--- src/rtl/fetch0_pkg.sv ---
// rtl/fetch0_pkg.sv - shared types and constants for the fetch stage
// Purpose: exception cause encoding, reset PC default, output-queue entry layout.
package fetch0_pkg;

  typedef enum logic [3:0] {
    ECAUSE_NONE = 4'd0,
    IFAULT      = 4'd1,
    ILLEGAL     = 4'd2,
    BREAKPOINT  = 4'd3
  } ecause_t;

  localparam logic [29:0] RESET_PC_DEFAULT = 30'h0;

  // One buffered fetch result heading to decode: PC[31:2], raw word, fault flag.
  typedef struct packed {
    logic [29:0] pc;
    logic [31:0] insn;
    logic        fault;
  } oq_entry_t;

endpackage

--- src/rtl/fetch_fifo.sv ---
// rtl/fetch_fifo.sv - small synchronous FIFO with clear and async reset
// Ports: clk/rst (async active-high), clear (sync flush), push/wdata,
//        pop, rdata (head, combinational), full, empty, count (occupancy).
// A push into a full FIFO is accepted only if a pop happens in the same cycle.
module fetch_fifo #(
  parameter int WIDTH = 32,
  parameter int DEPTH = 2
) (
  input  logic                   clk,
  input  logic                   rst,
  input  logic                   clear,
  input  logic                   push,
  input  logic [WIDTH-1:0]       wdata,
  input  logic                   pop,
  output logic [WIDTH-1:0]       rdata,
  output logic                   full,
  output logic                   empty,
  output logic [$clog2(DEPTH):0] count
);
  localparam int AW = $clog2(DEPTH);

  logic [WIDTH-1:0] mem_q [DEPTH];
  logic [AW-1:0]    wptr_q, rptr_q;
  logic [AW:0]      count_q;
  logic             push_ok, pop_ok;

  assign full    = (count_q == (AW+1)'(DEPTH));
  assign empty   = (count_q == '0);
  assign count   = count_q;
  assign rdata   = mem_q[rptr_q];
  assign pop_ok  = pop & ~empty;
  assign push_ok = push & (~full | pop_ok);

  always_ff @(posedge clk or posedge rst) begin
    if (rst) begin
      wptr_q  <= '0;
      rptr_q  <= '0;
      count_q <= '0;
    end else if (clear) begin
      wptr_q  <= '0;
      rptr_q  <= '0;
      count_q <= '0;
    end else begin
      if (push_ok) wptr_q <= wptr_q + AW'(1);
      if (pop_ok)  rptr_q <= rptr_q + AW'(1);
      count_q <= count_q + (AW+1)'(push_ok) - (AW+1)'(pop_ok);
    end
  end

  // Storage needs no reset: entries are only visible once counted in.
  always_ff @(posedge clk) begin
    if (push_ok && !clear) mem_q[wptr_q] <= wdata;
  end

endmodule

--- src/rtl/fetch0.sv ---
// rtl/fetch0.sv - instruction-fetch front stage (PC, icache requests, decode buffer)
// Ports: clk_core/reset (async active-high); csr_kill, csr_fe_inhibit,
//        csr_setpc/csr_newpc and ex_br_taken/ex_br_target redirect controls;
//        ic_req_* request channel, ic_resp_* in-order response channel;
//        fe_* instruction channel toward decode.
module fetch0
  import fetch0_pkg::*;
#(
  parameter logic [29:0] RESET_PC = RESET_PC_DEFAULT,
  parameter int          QDEPTH   = 2
) (
  input  logic        clk_core,
  input  logic        reset,
  input  logic        csr_kill,
  input  logic        csr_fe_inhibit,
  input  logic        csr_setpc,
  input  logic [29:0] csr_newpc,
  input  logic        ex_br_taken,
  input  logic [29:0] ex_br_target,
  output logic        ic_req_valid,
  input  logic        ic_req_ready,
  output logic [29:0] ic_req_addr,
  input  logic        ic_resp_valid,
  input  logic [31:0] ic_resp_data,
  input  logic        ic_resp_fault,
  output logic        fe_valid,
  input  logic        fe_ready,
  output logic [29:0] fe_pc,
  output logic [31:0] fe_insn,
  output logic        fe_exc,
  output ecause_t     fe_exc_cause
);
  localparam int CW = $clog2(QDEPTH) + 1;

  logic [29:0]   pc_q, pc_d;
  logic [CW-1:0] live_q, live_d, drop_q, drop_d;

  logic          redir, flush, hs;
  logic [29:0]   target;
  logic [CW+1:0] credit_used;
  logic [CW-1:0] drop_base;
  logic          resp_drop, resp_keep;

  logic [29:0]   tag_head;
  logic          tag_full, tag_empty;
  logic [CW-1:0] tag_count;

  oq_entry_t     oq_wdata, oq_head;
  logic          oq_full, oq_empty, oq_pop;
  logic [CW-1:0] oq_count;

  always_comb begin
    redir  = csr_setpc | ex_br_taken;
    target = csr_setpc ? csr_newpc : ex_br_target;
    flush  = csr_kill | ex_br_taken;

    // Every slot is counted from issue until decode takes it, including
    // responses that will be thrown away, so the output queue cannot overflow.
    credit_used  = (CW+2)'(live_q) + (CW+2)'(drop_q) + (CW+2)'(oq_count);
    ic_req_valid = ~reset & ~csr_fe_inhibit & ~redir & ~flush &
                   (credit_used < (CW+2)'(QDEPTH));
    ic_req_addr  = pc_q;
    hs           = ic_req_valid & ic_req_ready;

    // On flush all live fetches become drops first; a response landing in the
    // same cycle then consumes one of those drops.
    drop_base = flush ? (drop_q + live_q) : drop_q;
    resp_drop = ic_resp_valid & (drop_base != '0);
    resp_keep = ic_resp_valid & ~resp_drop & ~flush;
    drop_d    = drop_base - CW'(resp_drop);
    live_d    = flush ? '0 : (live_q + CW'(hs) - CW'(resp_keep));

    pc_d = pc_q;
    if (redir)   pc_d = target;
    else if (hs) pc_d = pc_q + 30'd1;
  end

  always_ff @(posedge clk_core or posedge reset) begin
    if (reset) begin
      pc_q   <= RESET_PC;
      live_q <= '0;
      drop_q <= '0;
    end else begin
      pc_q   <= pc_d;
      live_q <= live_d;
      drop_q <= drop_d;
    end
  end

  // Tags are popped by every response, kept or dropped, to stay aligned
  // with the in-order cache.
  fetch_fifo #(.WIDTH(30), .DEPTH(QDEPTH)) u_tagq (
    .clk   (clk_core),
    .rst   (reset),
    .clear (1'b0),
    .push  (hs),
    .wdata (pc_q),
    .pop   (ic_resp_valid),
    .rdata (tag_head),
    .full  (tag_full),
    .empty (tag_empty),
    .count (tag_count)
  );

  assign oq_wdata = '{pc: tag_head, insn: ic_resp_data, fault: ic_resp_fault};
  assign oq_pop   = fe_valid & fe_ready;

  fetch_fifo #(.WIDTH($bits(oq_entry_t)), .DEPTH(QDEPTH)) u_outq (
    .clk   (clk_core),
    .rst   (reset),
    .clear (flush),
    .push  (resp_keep),
    .wdata (oq_wdata),
    .pop   (oq_pop),
    .rdata (oq_head),
    .full  (oq_full),
    .empty (oq_empty),
    .count (oq_count)
  );

  always_comb begin
    fe_valid     = ~oq_empty & ~flush;
    fe_pc        = oq_empty ? RESET_PC : oq_head.pc;
    fe_exc       = ~oq_empty & oq_head.fault;
    fe_insn      = (~oq_empty & ~oq_head.fault) ? oq_head.insn : 32'h0;
    fe_exc_cause = fe_exc ? IFAULT : ECAUSE_NONE;
  end

  logic unused_status;
  assign unused_status = &{1'b0, tag_full, tag_empty, tag_count, oq_full};

endmodule

--- config.mk ---
export PLATFORM = sky130hd
export DESIGN_NAME = fetch0
export DESIGN_NICKNAME = d
export VERILOG_FILES = /design/src/rtl/fetch0_pkg.sv /design/src/rtl/fetch_fifo.sv /design/src/rtl/fetch0.sv
export SDC_FILE = /design/constraint.sdc
export NUM_CORES = 1
export LEC_CHECK = 0
export BUFFER_PORTS_ARGS = -buffer_cell sky130_fd_sc_hd__buf_2
export CAP_MARGIN = 20
export CORE_ASPECT_RATIO = 1.1
export CORE_MARGIN = 2
export CORE_UTILIZATION = 50
export DETAILED_ROUTE_END_ITERATION = 12
export PLACE_DENSITY_LB_ADDON = 0.05
export SLEW_MARGIN = 20
export SYNTH_ARGS = -nofsm -noshare
export SYNTH_HDL_FRONTEND = slang
export SYNTH_SLANG_ARGS = --single-unit
--- constraint.sdc ---
create_clock -name clk_core -period 4.4 [get_ports clk_core]
set_clock_uncertainty 0.15 [all_clocks]
set_input_delay 0.66 -clock clk_core [delete_from_list [all_inputs] [get_ports clk_core]]
set_output_delay 0.66 -clock clk_core [all_outputs]
set_load 0.05 [all_outputs]
==> flow_summary.yaml, run 1 <==
cts:
  cts_buffer_depth: 3
  cts-buffers-inserted: 23
  clk_latency_ns: 0.50
  hold_buffers: 0
  cts.clk_slew.worst_paths_ns: 0.06
  cts_setup_buffers: 0
  cts_root_buf: "clkbuf_16"
  cts.sinks: 228
  cts_tree: "yes"
  cts_resized: 0
  htreeDepth: 1
critical_path:
  r2r_start: "live_q[1]$_DFF_PP0_"
  cpLargestDelayFamily: "adder cells"
  start_kind: "flip-flop"
  r2r_end: "u_tagq.mem_q[1][18]$_DFFE_PP_"
  arrival_ns: 2.93
  crit_slowest_cell: "fa_1"
  crit_fanout: 3
  worst_r2r_path_depth: 10
  crit_path_end_kind: "output pin"
  path_buf_inv: 3
  crit_chain: "inv_1 > fa_1 > inv_1 > ha_1 > or4_4 > nor4b_4 > buf_2"
  rrSetupSlack_ns: 0.82
  critical_path_required_ns: 3.59
  path_common_cell: "inv_1"
  cp_slowest_stage_delay_ns: 0.54
  crit_type: "flip-flop to output pin"
job:
  drv_cap: 0
synthesis:
  synth_top_cell_area_share_pct: 57.1
  synth.avg_cell_area_um2: 14.0
  synth_cell_types: 56
  synth_area_um2: 9780
  ys.flop_type: "edfxtp_1"
  yosys.area.top_type: "edfxtp_1"
  ys_seq_area_share_pct: 67.9
  ys_ff_latch: 228
  synth_edf_count: 186
  netlist_instances: 698
  synthArstFlopShare_pct: 18.4
  synthTopCellsByArea: "edfxtp_1 57%, dfrtp_1 11%, mux2i_1 6.9%"
  ys_warn_count: 0
drt:
  top_layer_used: "met4"
  drtIter0Drc: 336
  viasPerCell: 5.40
  routed-wl-met3_um: 1350
  wl_per_cell_um: 17.9
  dr.pass1.iters: 5
  wl_um: 20800
  wl_met2_um: 10300
  drt-met1-wl_um: 8770
  drc: 0
  ant_nets: 0
  vias: 6266
sta:
  finalHoldViolations: 0
  slew_viol_final: 0
  layout_min_cycle_time_ns: 3.74
  tns_ns: 0
  fin_hold_ws_ns: 0.153
  fmax_ghz: 0.268
  rsz0062_at_grt: "false"
  relSlewSlack_pct: 26.6
  setup_viol: 0
  post-route-period-util_pct: 84.9
  worst_slew_pin_slew_ns: 1.10
floorplan:
  rows: 53
  initial_core_util_pct: 51.0
  die_h_um: 151
  core_um2: 19200
  die_x_um: 137
  io_pins: 201
  dieArea_um2: 20700
power_and_ir_drop:
  finalPower_w: 0.00506
  cellLeakagePower_nw: 4.50
  peakVddDrop_mv: 0.319
  power_density_nw_per_um2: 431
finish:
  nets: 1011
  layoutNonFillerInstCount: 1160
  area_delta_synth_final_pct: 20.0
  fillCellCount: 1563
  drive_gt1_share_pct: 31.4
  n_antenna_cell: 0
global_routing:
  antenna_found_initial: 0
  grt_max_degree: 64
  grt_pass1_wl_um: 31700
  grt_overflow: 0
  grt.total_usage_pct: 19.9
  grt_pass1_vias: 6164
placement:
  place_inst: 1118
  numPortBuffers: 197
  gp_congestion: 0.891
  dp.final_hpwl_um: 14500
worst_hold_path:
  min-delay-path-class: "primary input to async pin"
status:
  status: "finished, final reports clean"
## layer usage
layer	vias to the layer above	GRT usage (%)
met1	3026	25.8
met4	0	5.62
li1	2995	-
met3	26	3.33
met2	219	34.6
met5	-	0
## final cells by class
class / instances / area [µm²] / area share [%]
Timing Repair Buffer: 210 / 1100 / 9.40
Multi-Input combinational cell: 416 / 2950 / 25.1
Tap cell: 247 / 309 / 2.63
Clock inverter: 11 / 57.6 / 0.490
Sequential cell: 228 / 6640 / 56.6
Clock buffer: 30 / 612 / 5.21
Inverter: 18 / 67.6 / 0.576
## registers in the layout, indices dropped and copies added (netlist names)
name / count
u_tagq.count: 2
u_tagq.wptr_q: 1
live_q: 2
drop_q: 2
u_tagq.mem_q: 60
u_tagq.rptr_q: 1
u_outq.wptr_q: 1
ic_req_addr: 30
u_outq.mem_q: 126
u_outq.rptr_q: 1
u_outq.count: 2
## cells by family after synthesis
kind of cell / synth area share (%)
DFF: 67.9
buffers and inverters: 2.43
adders and majority gates: 1.61
xor gates and xnor gates: 1.88
other: 0.0384
muxes: 10.3
AOI/OAI and AO/OA: 6.96
and+or+nand+nor: 8.87
## per-stage QoR
stage | worst slack (ns) | util [%] | area (µm²)
2_1_floorplan | 0.327 | - | 9810
3_3_place_gp | 0.905 | 57.6 | 11000
3_5_place_dp | 0.840 | 57.6 | 11000
4_1_cts | 0.641 | 61.1 | 11700
5_1_grt | 0.538 | 61.2 | 11700
6_report | 0.663 | 61.2 | 11700
## synthesized netlist by cell type, types with 4 or more instances
library cell,number
nand4_1,8
xor2_1,6
o21a_1,4
edfxtp_1,186
o31ai_1,5
inv_1,18
dfrtp_1,42
a31oi_1,5
a22oi_1,18
mux2_2,30
ha_1,11
buf_1,12
buf_2,4
a21oi_1,29
nand3_1,14
o21ai_1,9
a22o_1,5
nor3_1,8
mux2i_1,67
clkbuf_1,17
xnor2_1,15
nor4_2,4
buf_4,4
and3_1,8
nor2_1,87
o21ai_0,12
and2_1,5
nand2_1,26
## layout by cell type, fill, tap and decap left out, types with 5 or more instances in the layout
master     Yosys  routed
buf_2          4     197
o21ai_0       12      12
clkbuf_1      17       6
and3_1         8       8
o21ai_1        9       9
mux2i_1       67      67
a31oi_1        5       5
a21oi_1       29      29
nand2_1       26      25
clkinv_1       0       5
nor3_1         8       7
nand3_1       14      14
buf_4          4      12
xor2_1         6       6
clkbuf_16      0      23
dfrtp_1       42      41
a22o_1         5       5
inv_1         18      17
edfxtp_1     186     186
ha_1          11      11
o31ai_1        5       5
mux2_2        30      30
a22oi_1       18      18
nand4_1        8       8
xnor2_1       15      15
nor2_1        87      85
## report_power, final
| group | internal (W) | switching, W | total [W] | leakage, nW |
|---|---|---|---|---|
| Clock | 0.000978 | 0.000744 | 0.00172 | 0.320 |
| Combinational | 0.000283 | 0.000454 | 0.000737 | 1.97 |
| Sequential | 0.00249 | 0.000107 | 0.00260 | 2.21 |
| Total | 0.00375 | 0.00131 | 0.00506 | 4.50 |
## worst max path at each step
stage                               endpoint           startpoint  slack [ns]  depth (start not counted)
3_5_place_dp   u_tagq.mem_q[1][14]$_DFFE_PP_  live_q[1]$_DFF_PP0_        0.84                         10
6_report                        ic_req_valid  live_q[1]$_DFF_PP0_        0.66                          7
3_3_place_gp   u_tagq.mem_q[1][17]$_DFFE_PP_  live_q[1]$_DFF_PP0_        0.90                         10
4_1_cts                         ic_req_valid  live_q[1]$_DFF_PP0_        0.64                          7
5_1_grt                         ic_req_valid  drop_q[1]$_DFF_PP0_        0.54                          7
2_1_floorplan   u_tagq.mem_q[0][0]$_DFFE_PP_  live_q[1]$_DFF_PP0_        0.33                          8
## worst reg2reg max path, delay by kind of cell, from the launching register on
family        cells  cell delay, ns
simple gates      4            1.19
fa+ha+maj         2            0.82
buf+inv           4            0.68
flops             1            0.36
(Power assumes the default switching activity.)
==> inputs of run 2 (changes only) <==
CORE_UTILIZATION = 55   (was 50)
clock period = 3.8 ns   (was 4.4 ns; I/O delays follow)
==> flow_summary.yaml, run 2 (same netlist as run 1, synthesis figures left out) <==
critical_path:
  arrival_ns: 2.98
  cp_slowest_stage_delay_ns: 0.51
  critical_path_required_ns: 3.08
  path_buf_inv: 3
  crit_chain: "inv_1 > fa_1 > inv_1 > ha_1 > or4_4 > nor4b_4 > buf_2"
  crit_path_end_kind: "output pin"
  start_kind: "flip-flop"
  path_common_cell: "inv_1"
  crit_slowest_cell: "or4_4"
  crit_fanout: 4
  crit_type: "flip-flop to output pin"
  cpLargestDelayFamily: "simple AND/OR/NAND/NOR gates"
global_routing:
  grt_pass1_wl_um: 33600
  grt_overflow: 0
  grt_pass1_vias: 6460
  antenna_found_initial: 0
  grt.total_usage_pct: 22.4
  grt_max_degree: 64
floorplan:
  rows: 51
  dieArea_um2: 18900
  die_x_um: 131
  die_h_um: 144
  io_pins: 201
  initial_core_util_pct: 55.7
  core_um2: 17500
placement:
  numPortBuffers: 197
  gp_congestion: 0.893
  place_inst: 1113
  dpl_cell_area_um2: 11100
  dp.final_hpwl_um: 14600
finish:
  final_cell_mix: "197 x buf_2, 186 x edfxtp_1, 85 x nor2_1"
  nets: 1013
  final_common_cell: "buf_2"
  fin_util_pct: 67.6
  regMostFlops: "u_outq.mem_q"
  area_delta_synth_final_pct: 21.3
  layoutNonFillerInstCount: 1153
  drive_gt1_share_pct: 32.9
  n_antenna_cell: 0
  largest_register_ffs: 126
  postLayoutCellArea_um2: 11900
cts:
  cts.sinks: 228
  cts_root_buf: "clkbuf_16"
  cts_tree: "yes"
  clk_latency_ns: 0.50
  cts_buffer_depth: 3
  htreeDepth: 1
  cts_resized: 0
  cts_setup_buffers: 0
  cts.clk_slew.worst_paths_ns: 0.07
  hold_buffers: 0
  cts-buffers-inserted: 22
drt:
  drc: 0
  ant_nets: 0
  wl_um: 21500
  vias: 6397
  viasPerCell: 5.55
  drtIter0Drc: 428
  wl_per_cell_um: 18.7
  dr.pass1.iters: 6
sta:
  slew_viol_final: 0
  fmax_ghz: 0.271
  finalHoldViolations: 0
  post-route-period-util_pct: 97.3
  worst_slew_pin_slew_ns: 0.910
  layout_min_cycle_time_ns: 3.70
  rsz0062_at_grt: "false"
  relSlewSlack_pct: 39.1
  setup_viol: 0
power_and_ir_drop:
  power_density_nw_per_um2: 515
  peakVddDrop_mv: 0.316
  cellLeakagePower_nw: 4.58
status:
  status: "finished, final reports clean"
job:
  drv_cap: 0
worst_hold_path:
  min-delay-path-class: "primary input to async pin"
run 2: cell count changes in the layout (fill, tap and decap cells not counted), moves of 2 or more:
cell and delta:
clkinvlp_4 -2, clkinv_2 +6, bufinv_16 +3, clkbuf_1 -6, buf_12 +4, clkinv_1 -3
run 2: final cells by class:
cell class / count / area, µm²
Sequential cell: 228 / 6640
Fill cell: 1278 / 5690
Multi-Input combinational cell: 416 / 2950
Tap cell: 238 / 298
Timing Repair Buffer: 213 / 1160
Clock buffer: 24 / 589
Clock inverter: 16 / 160
Inverter: 18 / 67.6
run 2: metal layers:
metal / global-route usage (%) / vias up / part of all wire, %
met5: 0 / - / 0
met4: 6.86 / 0 / 1.7
met3: 3.81 / 27 / 6.3
met1: 29.6 / 3108 / 42
li1: - / 3008 / -
met2: 38.7 / 254 / 50
run 2: worst reg2reg max path: cells and delay by family (launching register included):
family                   cells  cell delay (ns)
XOR/XNOR                     2             0.35
AND/OR/NAND/NOR              4             1.07
flip-flops                   1             0.40
buffers and inverters        3             0.17
adder cells (fa/ha/maj)      4             1.26
run 2: power by group:
group / leakage [nW] / internal, W / switching, W / total [W]
clock: 0.378 / 0.00133 / 0.000902 / 0.00223
combinational: 1.99 / 0.000332 / 0.000535 / 0.000867
sequential: 2.21 / 0.00288 / 0.000127 / 0.00301
run 2: final timing paths:
kind	from	endpoint	slack [ns]	cells after the start
setup reg to reg	drop_q[1]$_DFF_PP0_	live_q[1]$_DFF_PP0_	0.28	13
setup / recovery	drop_q[1]$_DFF_PP0_	ic_req_valid	0.10	7
hold / removal	reset	live_q[0]$_DFF_PP0_	0.07	3
hold reg to reg	u_tagq.rptr_q$_DFFE_PP0P_	u_tagq.rptr_q$_DFFE_PP0P_	0.33	1
max in group asynchronous	reset	u_outq.rptr_q$_DFFE_PP0P_	2.97	3
min in group clk_core	ic_resp_data[18]	u_outq.mem_q[1][19]$_DFFE_PP_	0.11	1
run 2: metrics by stage:
stage	hold WS, ns	setup WS (ns)	setup TNS (ns)	power (W)
5_1_grt	0.0978	0.00177	0	0.00632
4_1_cts	0.0777	0.0893	0	0.00615
3_3_place_gp	0.311	0.430	0	0.00390
2_1_floorplan	0.310	-0.232	-6.96	0.00365
3_5_place_dp	0.317	0.312	0	0.00393
6_report	0.0724	0.104	0	0.00610
